--- src/rtl/rv32i_fetch_pkg.sv ---
// Shared constants for the RV32I fetch stage: canonical NOP, default
// geometry and a constant-evaluable ceil(log2) helper.
package rv32i_fetch_pkg;

  localparam logic [31:0] RV_NOP    = 32'h00000013;
  localparam int unsigned DEF_WIDTH = 32'd32;
  localparam int unsigned DEF_DEPTH = 32'd4;

  // Smallest n with 2**n >= value; used to size ring pointers.
  function automatic int unsigned clog2(input int unsigned value);
    int unsigned result;
    result = 32'd0;
    while ((32'd1 << result) < value) begin
      result = result + 32'd1;
    end
    return result;
  endfunction

endpackage

--- src/rtl/ifb_ring.sv ---
// Ring storage for the fetch buffer: {pc, instr, filled} per entry with
// independent alloc (issue), fill (response) and rd (decode pop) pointers.
// A flush drops every entry and rewinds all pointers to slot 0.
module ifb_ring
  import rv32i_fetch_pkg::*;
#(
  parameter int unsigned WIDTH = DEF_WIDTH,
  parameter int unsigned DEPTH = DEF_DEPTH,
  localparam int unsigned PW   = clog2(DEPTH),
  localparam int unsigned CW   = PW + 32'd1
) (
  input  logic             clk,
  input  logic             rst,
  input  logic             alloc,
  input  logic [WIDTH-1:0] alloc_pc,
  input  logic             fill,
  input  logic [31:0]      fill_instr,
  input  logic             pop,
  input  logic             flush,
  output logic [WIDTH-1:0] head_pc,
  output logic [31:0]      head_instr,
  output logic             head_filled,
  output logic [CW-1:0]    filled_count
);

  logic [WIDTH-1:0] pc_mem    [DEPTH];
  logic [31:0]      instr_mem [DEPTH];
  logic [DEPTH-1:0] filled;
  logic [PW-1:0]    alloc_ptr;
  logic [PW-1:0]    fill_ptr;
  logic [PW-1:0]    rd_ptr;

  // Payload capture; validity lives in the filled bits, so no reset needed here.
  always_ff @(posedge clk) begin
    if (alloc) begin
      pc_mem[alloc_ptr] <= alloc_pc;
    end
    if (fill) begin
      instr_mem[fill_ptr] <= fill_instr;
    end
  end

  // Pointer advance and filled-bit bookkeeping; reset and flush rewind everything.
  always_ff @(posedge clk) begin
    if (!rst || flush) begin
      alloc_ptr <= '0;
      fill_ptr  <= '0;
      rd_ptr    <= '0;
      filled    <= '0;
    end else begin
      if (alloc) begin
        alloc_ptr         <= alloc_ptr + 1'b1;
        filled[alloc_ptr] <= 1'b0;
      end
      if (pop) begin
        rd_ptr         <= rd_ptr + 1'b1;
        filled[rd_ptr] <= 1'b0;
      end
      if (fill) begin
        fill_ptr         <= fill_ptr + 1'b1;
        filled[fill_ptr] <= 1'b1;
      end
    end
  end

  // Population count of filled entries, used to tell owed responses from unsolicited ones.
  always_comb begin
    filled_count = '0;
    for (int unsigned i = 0; i < DEPTH; i++) begin
      filled_count = filled_count + CW'(filled[i]);
    end
  end

  assign head_pc     = pc_mem[rd_ptr];
  assign head_instr  = instr_mem[rd_ptr];
  assign head_filled = filled[rd_ptr];

endmodule

--- src/rtl/instr_fetch_buffer.sv ---
// Fetch stage between the PC and decode. Issues in-order instruction reads,
// buffers up to DEPTH entries, and discards responses that belong to
// requests flushed by a redirect.
module instr_fetch_buffer
  import rv32i_fetch_pkg::*;
#(
  parameter int unsigned WIDTH = DEF_WIDTH,
  parameter int unsigned DEPTH = DEF_DEPTH
) (
  input  logic             clk,
  input  logic             rst,
  input  logic [WIDTH-1:0] pc_addr,
  input  logic             redirect,
  output logic             pc_hold,
  output logic             imem_req,
  output logic [WIDTH-1:0] imem_addr,
  input  logic             imem_rvalid,
  input  logic [31:0]      imem_rdata,
  output logic             id_valid,
  input  logic             id_ready,
  output logic [31:0]      id_instr,
  output logic [WIDTH-1:0] id_pc
);

  localparam int unsigned PW = clog2(DEPTH);
  localparam int unsigned CW = PW + 32'd1;
  localparam int unsigned SW = CW + 32'd1;
  localparam logic [SW-1:0] DEPTH_SUM = SW'(DEPTH);
  localparam logic [CW-1:0] CNT_ONE   = {{PW{1'b0}}, 1'b1};

  logic [CW-1:0]    count;
  logic [CW-1:0]    discard;
  logic [CW-1:0]    count_next;
  logic [CW-1:0]    discard_next;
  logic [CW-1:0]    filled_count;
  logic [CW-1:0]    unfilled;
  logic [CW-1:0]    owed;
  logic [SW-1:0]    sum;
  logic             issue;
  logic             pop;
  logic             fill;
  logic [WIDTH-1:0] head_pc;
  logic [31:0]      head_instr;
  logic             head_filled;

  ifb_ring #(
    .WIDTH (WIDTH),
    .DEPTH (DEPTH)
  ) u_ring (
    .clk          (clk),
    .rst          (rst),
    .alloc        (issue),
    .alloc_pc     (pc_addr),
    .fill         (fill),
    .fill_instr   (imem_rdata),
    .pop          (pop),
    .flush        (redirect),
    .head_pc      (head_pc),
    .head_instr   (head_instr),
    .head_filled  (head_filled),
    .filled_count (filled_count)
  );

  // Issue/fill/pop strobes from registered occupancy; a pop frees no credit this cycle.
  always_comb begin
    issue    = 1'b0;
    pop      = 1'b0;
    fill     = 1'b0;
    unfilled = count - filled_count;
    sum      = {1'b0, count} + {1'b0, discard};
    if (rst && !redirect) begin
      issue = (sum < DEPTH_SUM);
      pop   = head_filled && (count != '0) && id_ready;
      fill  = imem_rvalid && (discard == '0) && (count > filled_count);
    end else begin
      issue = 1'b0;
      pop   = 1'b0;
      fill  = 1'b0;
    end
  end

  // Occupancy and owed-response bookkeeping; a redirect converts in-flight entries into discards.
  always_comb begin
    count_next   = count;
    discard_next = discard;
    owed         = discard + unfilled;
    if (redirect) begin
      count_next = '0;
      if (imem_rvalid && (owed != '0)) begin
        discard_next = owed - CNT_ONE;
      end else begin
        discard_next = owed;
      end
    end else begin
      count_next = count + CW'(issue) - CW'(pop);
      if (imem_rvalid && (discard != '0)) begin
        discard_next = discard - CNT_ONE;
      end else begin
        discard_next = discard;
      end
    end
  end

  // Counter registers with synchronous active-low reset.
  always_ff @(posedge clk) begin
    if (!rst) begin
      count   <= '0;
      discard <= '0;
    end else begin
      count   <= count_next;
      discard <= discard_next;
    end
  end

  assign imem_req  = issue;
  assign imem_addr = pc_addr;
  assign pc_hold   = !rst || (!issue && !redirect);
  assign id_valid  = rst && head_filled && (count != '0);
  assign id_instr  = id_valid ? head_instr : RV_NOP;
  assign id_pc     = id_valid ? head_pc : '0;

endmodule

--- config.mk ---
export PLATFORM = sky130hd
export DESIGN_NAME = instr_fetch_buffer
export DESIGN_NICKNAME = d
export VERILOG_FILES = /design/src/rtl/rv32i_fetch_pkg.sv /design/src/rtl/ifb_ring.sv /design/src/rtl/instr_fetch_buffer.sv
export SDC_FILE = /design/constraint.sdc
export NUM_CORES = 1
export LEC_CHECK = 0
export CORE_UTILIZATION = 54
export CTS_CLUSTER_DIAMETER = 100
export DETAILED_ROUTE_END_ITERATION = 12
export PLACE_DENSITY = 0.85
export SYNTH_ARGS = -nofsm -noshare
export SYNTH_HDL_FRONTEND = slang
export SYNTH_HIERARCHICAL = 1
export SYNTH_SLANG_ARGS = --single-unit
--- constraint.sdc ---
create_clock -name clk -period 5.01 [get_ports clk]
set_input_delay 0.501 -clock clk [delete_from_list [all_inputs] [get_ports clk]]
set_output_delay 0.501 -clock clk [all_outputs]
set_load 0.01 [all_outputs]
# Word-level counts from Yosys, hierarchy flattened
# Memory sizes are Yosys's and may differ from the RTL's. A register that Yosys moved wholly into a read port is not among the register bits.
# Index checks and enable logic that the tools add are counted.
dict set report word_totals {
  memories 2
  out_inout_bits 99
  ram_bits 256
  elab_cells 88
  ff_bits 16
}
dict set report op_classes {
  n_mux 29
  add_sub_neg 13
  reduce_logical 24
  n_bitwise 6
  n_lt_le_gt_ge 8
}
# memory words word_bits read_ports rd_ports_with_merged_regs wr line_no
set mem_list {}
lappend mem_list {u_ring.instr_mem 4 32 1 1 1 ifb_ring.sv:27} ;# logic [31:0] instr_mem [DEPTH];
lappend mem_list {u_ring.pc_mem 4 32 1 1 1 ifb_ring.sv:26} ;# logic [WIDTH-1:0] pc_mem [DEPTH];
# cell n
set op_table {}
lappend op_table {{$mux W32} 2}
lappend op_table {{$mux W4} 5}
lappend op_table {{$logic_and A1 B1 Y1} 13}
lappend op_table {{$mux W1} 11}
lappend op_table {{$add A3 B1 Y3} 3}
lappend op_table {{$lt A2 B3 Y1 const B} 3}
lappend op_table {{$mux W3} 3}
lappend op_table {{$reduce_bool A3 Y1} 3}
lappend op_table {{$and A4 B4 Y4} 2}
lappend op_table {{$mux W2} 4}
lappend op_table {{$not A4 Y4} 2}
lappend op_table {{$add A2 B1 Y2 const B} 3}
lappend op_table {{$demux W1 S2} 3}
lappend op_table {{$ge A2 B1 Y1 const B} 3}
lappend op_table {{$sub A3 B1 Y3 const B} 2}
lappend op_table {{$add A3 B3 Y4} 1}
lappend op_table {{$lt A4 B3 Y1 const B} 1}
lappend op_table {{$or A4 B4 Y4} 1}
lappend op_table {{$add A3 B3 Y3} 1}
lappend op_table {{$gt A3 B3 Y1} 1}
lappend op_table {{$logic_not A1 Y1} 3}
lappend op_table {{$logic_not A3 Y1} 1}
lappend op_table {{$sub A3 B1 Y3} 1}
lappend op_table {{$sub A3 B3 Y3} 1}
lappend op_table {{6 further kinds} 7}

# Longest topological paths before layout
dict set report logic_depth {
  word_depth 13
  ltp_mapped 16
}

# Modules after synthesis
# The synthesis kept the hierarchy.
# mod instances area_per_inst_um2 cells_per_inst seq_area_each_um2
set by_module_without_submodules {}
lappend by_module_without_submodules {ifb_ring 1 10054.6 409 7927.6}
lappend by_module_without_submodules {instr_fetch_buffer 1 1373.8 178 120.1}

# Least setup slack after synthesis
# No wires, ideal clock.
dict set report synth_path {
  path_kind {flip-flop to flip-flop}
  startpoint {reg u_ring.filled[0]}
  endpoint {mem u_ring.instr_mem[0][0], enable pin}
  t_required_ps 4618
  setup_time_ps 392
  path_slack_ps 1427
  synth_period_minus_slack_ps 3583
  stages_incl_launch_ff 13
  arrival_ps 3191
  cell_sequence {dfxtp_1 inv_1 fa_1 inv_1 ha_1 ha_1 inv_1 ha_1 a311oi_1 nand2_1 nor2_1 clkbuf_1 and2_1}
}
dict set report synth_between {
  elab_chain_cells 8
}
# element line_no
set synth_lines {}
lappend synth_lines {{start, declared} ifb_ring.sv:28} ;# logic [DEPTH-1:0] filled;
lappend synth_lines {{start signal, assigned} ifb_ring.sv:49} ;# filled <= '0;
lappend synth_lines {{start signal, assigned by index} ifb_ring.sv:53} ;# filled[alloc_ptr] <= 1'b0;
lappend synth_lines {{start signal, assigned by index} ifb_ring.sv:57} ;# filled[rd_ptr] <= 1'b0;
lappend synth_lines {{$add A1 B1 Y2} ifb_ring.sv:70} ;# filled_count = filled_count + CW'(filled[i]);
lappend synth_lines {{$add A3 B1 Y3 (2 in series)} ifb_ring.sv:70}
lappend synth_lines {{via filled_count[1]} instr_fetch_buffer.sv:35} ;# logic [CW-1:0] filled_count;
lappend synth_lines {{$gt A3 B3 Y1} instr_fetch_buffer.sv:74} ;# fill = imem_rvalid && (discard == '0) && (count > filled_count);
lappend synth_lines {{$logic_and A1 B1 Y1} instr_fetch_buffer.sv:74}
lappend synth_lines {{$mux W1} instr_fetch_buffer.sv:71} ;# if (rst && !redirect) begin
lappend synth_lines {{via fill} instr_fetch_buffer.sv:41} ;# logic fill;
lappend synth_lines {{$mux W1} ifb_ring.sv:38} ;# if (fill) begin
lappend synth_lines {{$mux W1 (not written as such)} ifb_ring.sv:39} ;# instr_mem[fill_ptr] <= fill_instr;
lappend synth_lines {{end, declared} ifb_ring.sv:27}
# The timed path passes the listed nets, and every way through them passes these cells.

# Worst setup path after layout
dict set report layout_path {
  startpoint {reg u_ring.filled[0]}
  endpoint {mem u_ring.instr_mem[1][27], enable pin}
}
# The elaborated chain is that of the path after synthesis.

==> out/qor.csv <==
stage,metric,value,unit
status,outcome,finished clean,
grt,M2 GR Usage,35.8,%
synth,post-synthesis instance area,0.0114,mm²
cts,CTS Buf Count,26,
cts,CTS tree,yes,
drt,Vias,5653,
synth,most instantiated cells after synthesis,"256 x edfxtp_1, 73 x and2_1, 61 x mux4_2, 32 x buf_4, 27 x ha_1",
sta,Final period util,73.6,%
grt,GR Util met3,3.49,%
cts,worst skew pair latency,0.52,ns
setup_path,Worst Setup End Kind,flop,
synth,top-area cell type share of the netlist area,67.3,%
synth,"Top FF cell, synth",edfxtp_1,
setup_path,CP Data Arrival Time,3.84,ns
drt,Initial DRT Pass Iterations,5,
floorplan,die height,147,µm
cts,clock buffer depth,3,
place,final RePlAce weighted congestion,0.774,
place,Place WS,1.11,ns
cts,htree depth,1,
sta,Worst slew margin,22.2,%
finish,Layout area overhead,21.9,%
finish,Finished Cell Area,0.0139,mm²
grt,first-pass GRT wire length,33000,µm
hold_path,Hold Path Class,flop to flop,
place,Detail Placement HPWL,13300,µm
setup_path,crit path max fanout,32,
sta,Max Slew Vio Count,0,
power,Worst VDD drop,0.286,mV
drt,First DRT Iteration DRCs,413,
finish,fraction of layout cells with a size suffix above 1,15.6,%
setup_path,critical path cell sequence,inv_1 > fa_1 > inv_1 > ha_1 > ha_1 > inv_1 > ha_1 > a311oi_1 > nand2_1 > nor2_1 > and2_1 > buf_4,
synth,number of synthesized flops with an enable pin,256,
synth,Mapped Nets,687,
place,PortBufs,167,
synth,yosys warns,6,
setup_path,slowest cell on the critical path,fa_1,
cts,Root Driver,clkbuf_16,
finish,area occupied by registers,0.00805,mm²
synth,ranking of synthesized cells by area,"edfxtp_1 67%, mux4_2 12%, and2_1 4.0%, dfxtp_1 3.2%, ha_1 3.0%",
setup_path,CP Launch Type,flop,
setup_path,WP data required,5.16,ns
grt,largest net degree at the start of global routing,66,
synth,#FFs+latches synth,274,
drt,via/cell ratio,5.52,
floorplan,Die X,147,µm
finish,ant diodes,0,
power,P_leak,4.55,nW
synth,"Distinct cells, synth",39,
sta,fmax,0.271,GHz
synth,post-synth top area cell,edfxtp_1,
floorplan,area of the core,0.0205,mm²
synth,"count leader, synth",edfxtp_1,
sta,Setup Viol. Count Final,0,
power,Cell Pwr Density,354,mW/mm²
sta,final hold violations,0,
synth,post-synthesis sequential area ratio,70.4,%
cts,Resized cells post-CTS,0,
cts,"Clk pin slew, worst setup/hold paths",0.07,ns
finish,Multi-input gate area,0.00281,mm²
synth,asr flop ratio synth,0,%
floorplan,Ports,168,
sta,unrepaired setup endpoints after global routing,false,
synth,Post-Syn Instances,587,
cts,clock sinks,274,
sta,Fin Setup TNS,0,ns
floorplan,num rows,52,
finish,Final #Nets,834,
floorplan,Initial Util,55.8,%
sta,worst setup margin,1.32,ns
synth,Avg Inst Size Synth,19.5,µm²
grt,initial antenna violation count,0,
place,DP Area,0.0130,mm²
drt,drt wl/cell,20.9,µm
finish,fill count,1274,
drt,number of remaining DRC errors,0,
cts,CTS Hold Bufs,0,
grt,grt ovf,0,
grt,GR met1 Demand/Resource,25.4,%
sta,fin crit period,3.69,ns
cts,# Post-CTS Setup Buffers,0,
floorplan,die area,0.0217,mm²
drt,number of routed nets with antenna violations,0,
drt,drt total wl,21400,µm
sta,Slew @ Worst Pin,1.17,ns
flow_run,maxcap violations,0,
setup_path,Crit Path Class,flop to flop,
grt,GRT Total Usage,19.9,%
finish,final core utilization,68.0,%
grt,most used routing layer,met2,
sta,clk_skew,0.0107,ns
grt,vias in the first global route,6041,
setup_path,Max stage delay on crit path,0.53,ns
layer usage:
layer | vias to the layer above | wire length [µm]
met5 | - | 0
met4 | 0 | 251
met3 | 19 | 1250
met2 | 184 | 11400
met1 | 2907 | 8450
li1 | 2543 | -
cell families (layout without fill, tap and decap cells):
family | after synthesis | count (layout) | share of synthesized area [%]
buf+inv | 80 | 247 | 5.09
mux | 69 | 69 | 13.3
fa+ha+maj | 31 | 31 | 3.66
flops | 274 | 274 | 70.4
simple gates | 108 | 108 | 5.77
compound gates | 15 | 15 | 1.01
xor+xnor | 10 | 10 | 0.766
final cells by class:
class / instances / share of cell area, %
timing repair buffer: 175 / 12.4
inverter: 24 / 0.647
multi-input combinational: 233 / 20.1
clock buffer: 30 / 4.93
sequential: 274 / 57.8
clock inverter: 18 / 1.63
tap: 270 / 2.42
metrics by stage:
stage               instances  total power [W]  hold WS (ns)
detailed placement        976          0.00294         0.526
floorplan                 587          0.00279         0.472
global placement          976          0.00291         0.486
global route             1024          0.00509         0.556
finish                   1024          0.00493         0.529
CTS                      1024          0.00497         0.535
worst max-delay path, delay by kind of cell, from the launching register on:
family,cells,cell delay [ns]
buffers and inverters,4,0.57
AND/OR/NAND/NOR,3,0.85
flip-flops,1,0.33
AO/OA/AOI/OAI,1,0.23
adder cells (fa/ha/maj),4,1.30
registers in the layout (all words and copies together) (netlist names), named ones only:
signal            flops
count                 3
discard               3
u_ring/alloc_ptr      2
u_ring/fill_ptr       2
u_ring/filled         4
u_ring/instr_mem    128
u_ring/pc_mem       128
u_ring/rd_ptr         2
power by group:
part / total, W / switching (W) / internal, W
Clock: 0.00204 / 0.000799 / 0.00124
Combinational: 0.000330 / 0.000159 / 0.000171
Sequential: 0.00256 / 0.0000167 / 0.00254
Total: 0.00493 / 0.000975 / 0.00395
worst paths after layout:
kind	from	end	slack (ns)	depth (start not counted)
max	u_ring/filled[0]$_SDFF_PP0_	u_ring/instr_mem[1][27]$_DFFE_PP_	1.32	12
max reg2reg	u_ring/filled[0]$_SDFF_PP0_	u_ring/instr_mem[1][27]$_DFFE_PP_	1.32	12
min	u_ring/filled[0]$_SDFF_PP0_	u_ring/filled[0]$_SDFF_PP0_	0.53	2
min reg2reg	u_ring/filled[0]$_SDFF_PP0_	u_ring/filled[0]$_SDFF_PP0_	0.53	2
placed cells by master, fill, tap and decap left out, types with 4 or more instances in the layout:
| cell type | Yosys | final |
|---|---|---|
| nand2_1 | 4 | 4 |
| and2_1 | 73 | 69 |
| bufinv_16 | 0 | 5 |
| mux4_2 | 61 | 61 |
| xnor2_1 | 9 | 9 |
| mux4_1 | 4 | 4 |
| nor2_1 | 11 | 11 |
| mux2i_1 | 4 | 4 |
| clkdlybuf4s50_1 | 0 | 167 |
| edfxtp_1 | 256 | 256 |
| inv_1 | 24 | 24 |
| nand4b_1 | 4 | 4 |
| and2_2 | 0 | 4 |
| ha_1 | 27 | 27 |
| clkbuf_16 | 0 | 27 |
| clkinv_1 | 0 | 5 |
| dfxtp_1 | 18 | 16 |
| nand2b_1 | 7 | 7 |
| buf_4 | 32 | 8 |
| fa_1 | 4 | 4 |
| clkinvlp_4 | 0 | 4 |
(Power assumes the default switching activity.)
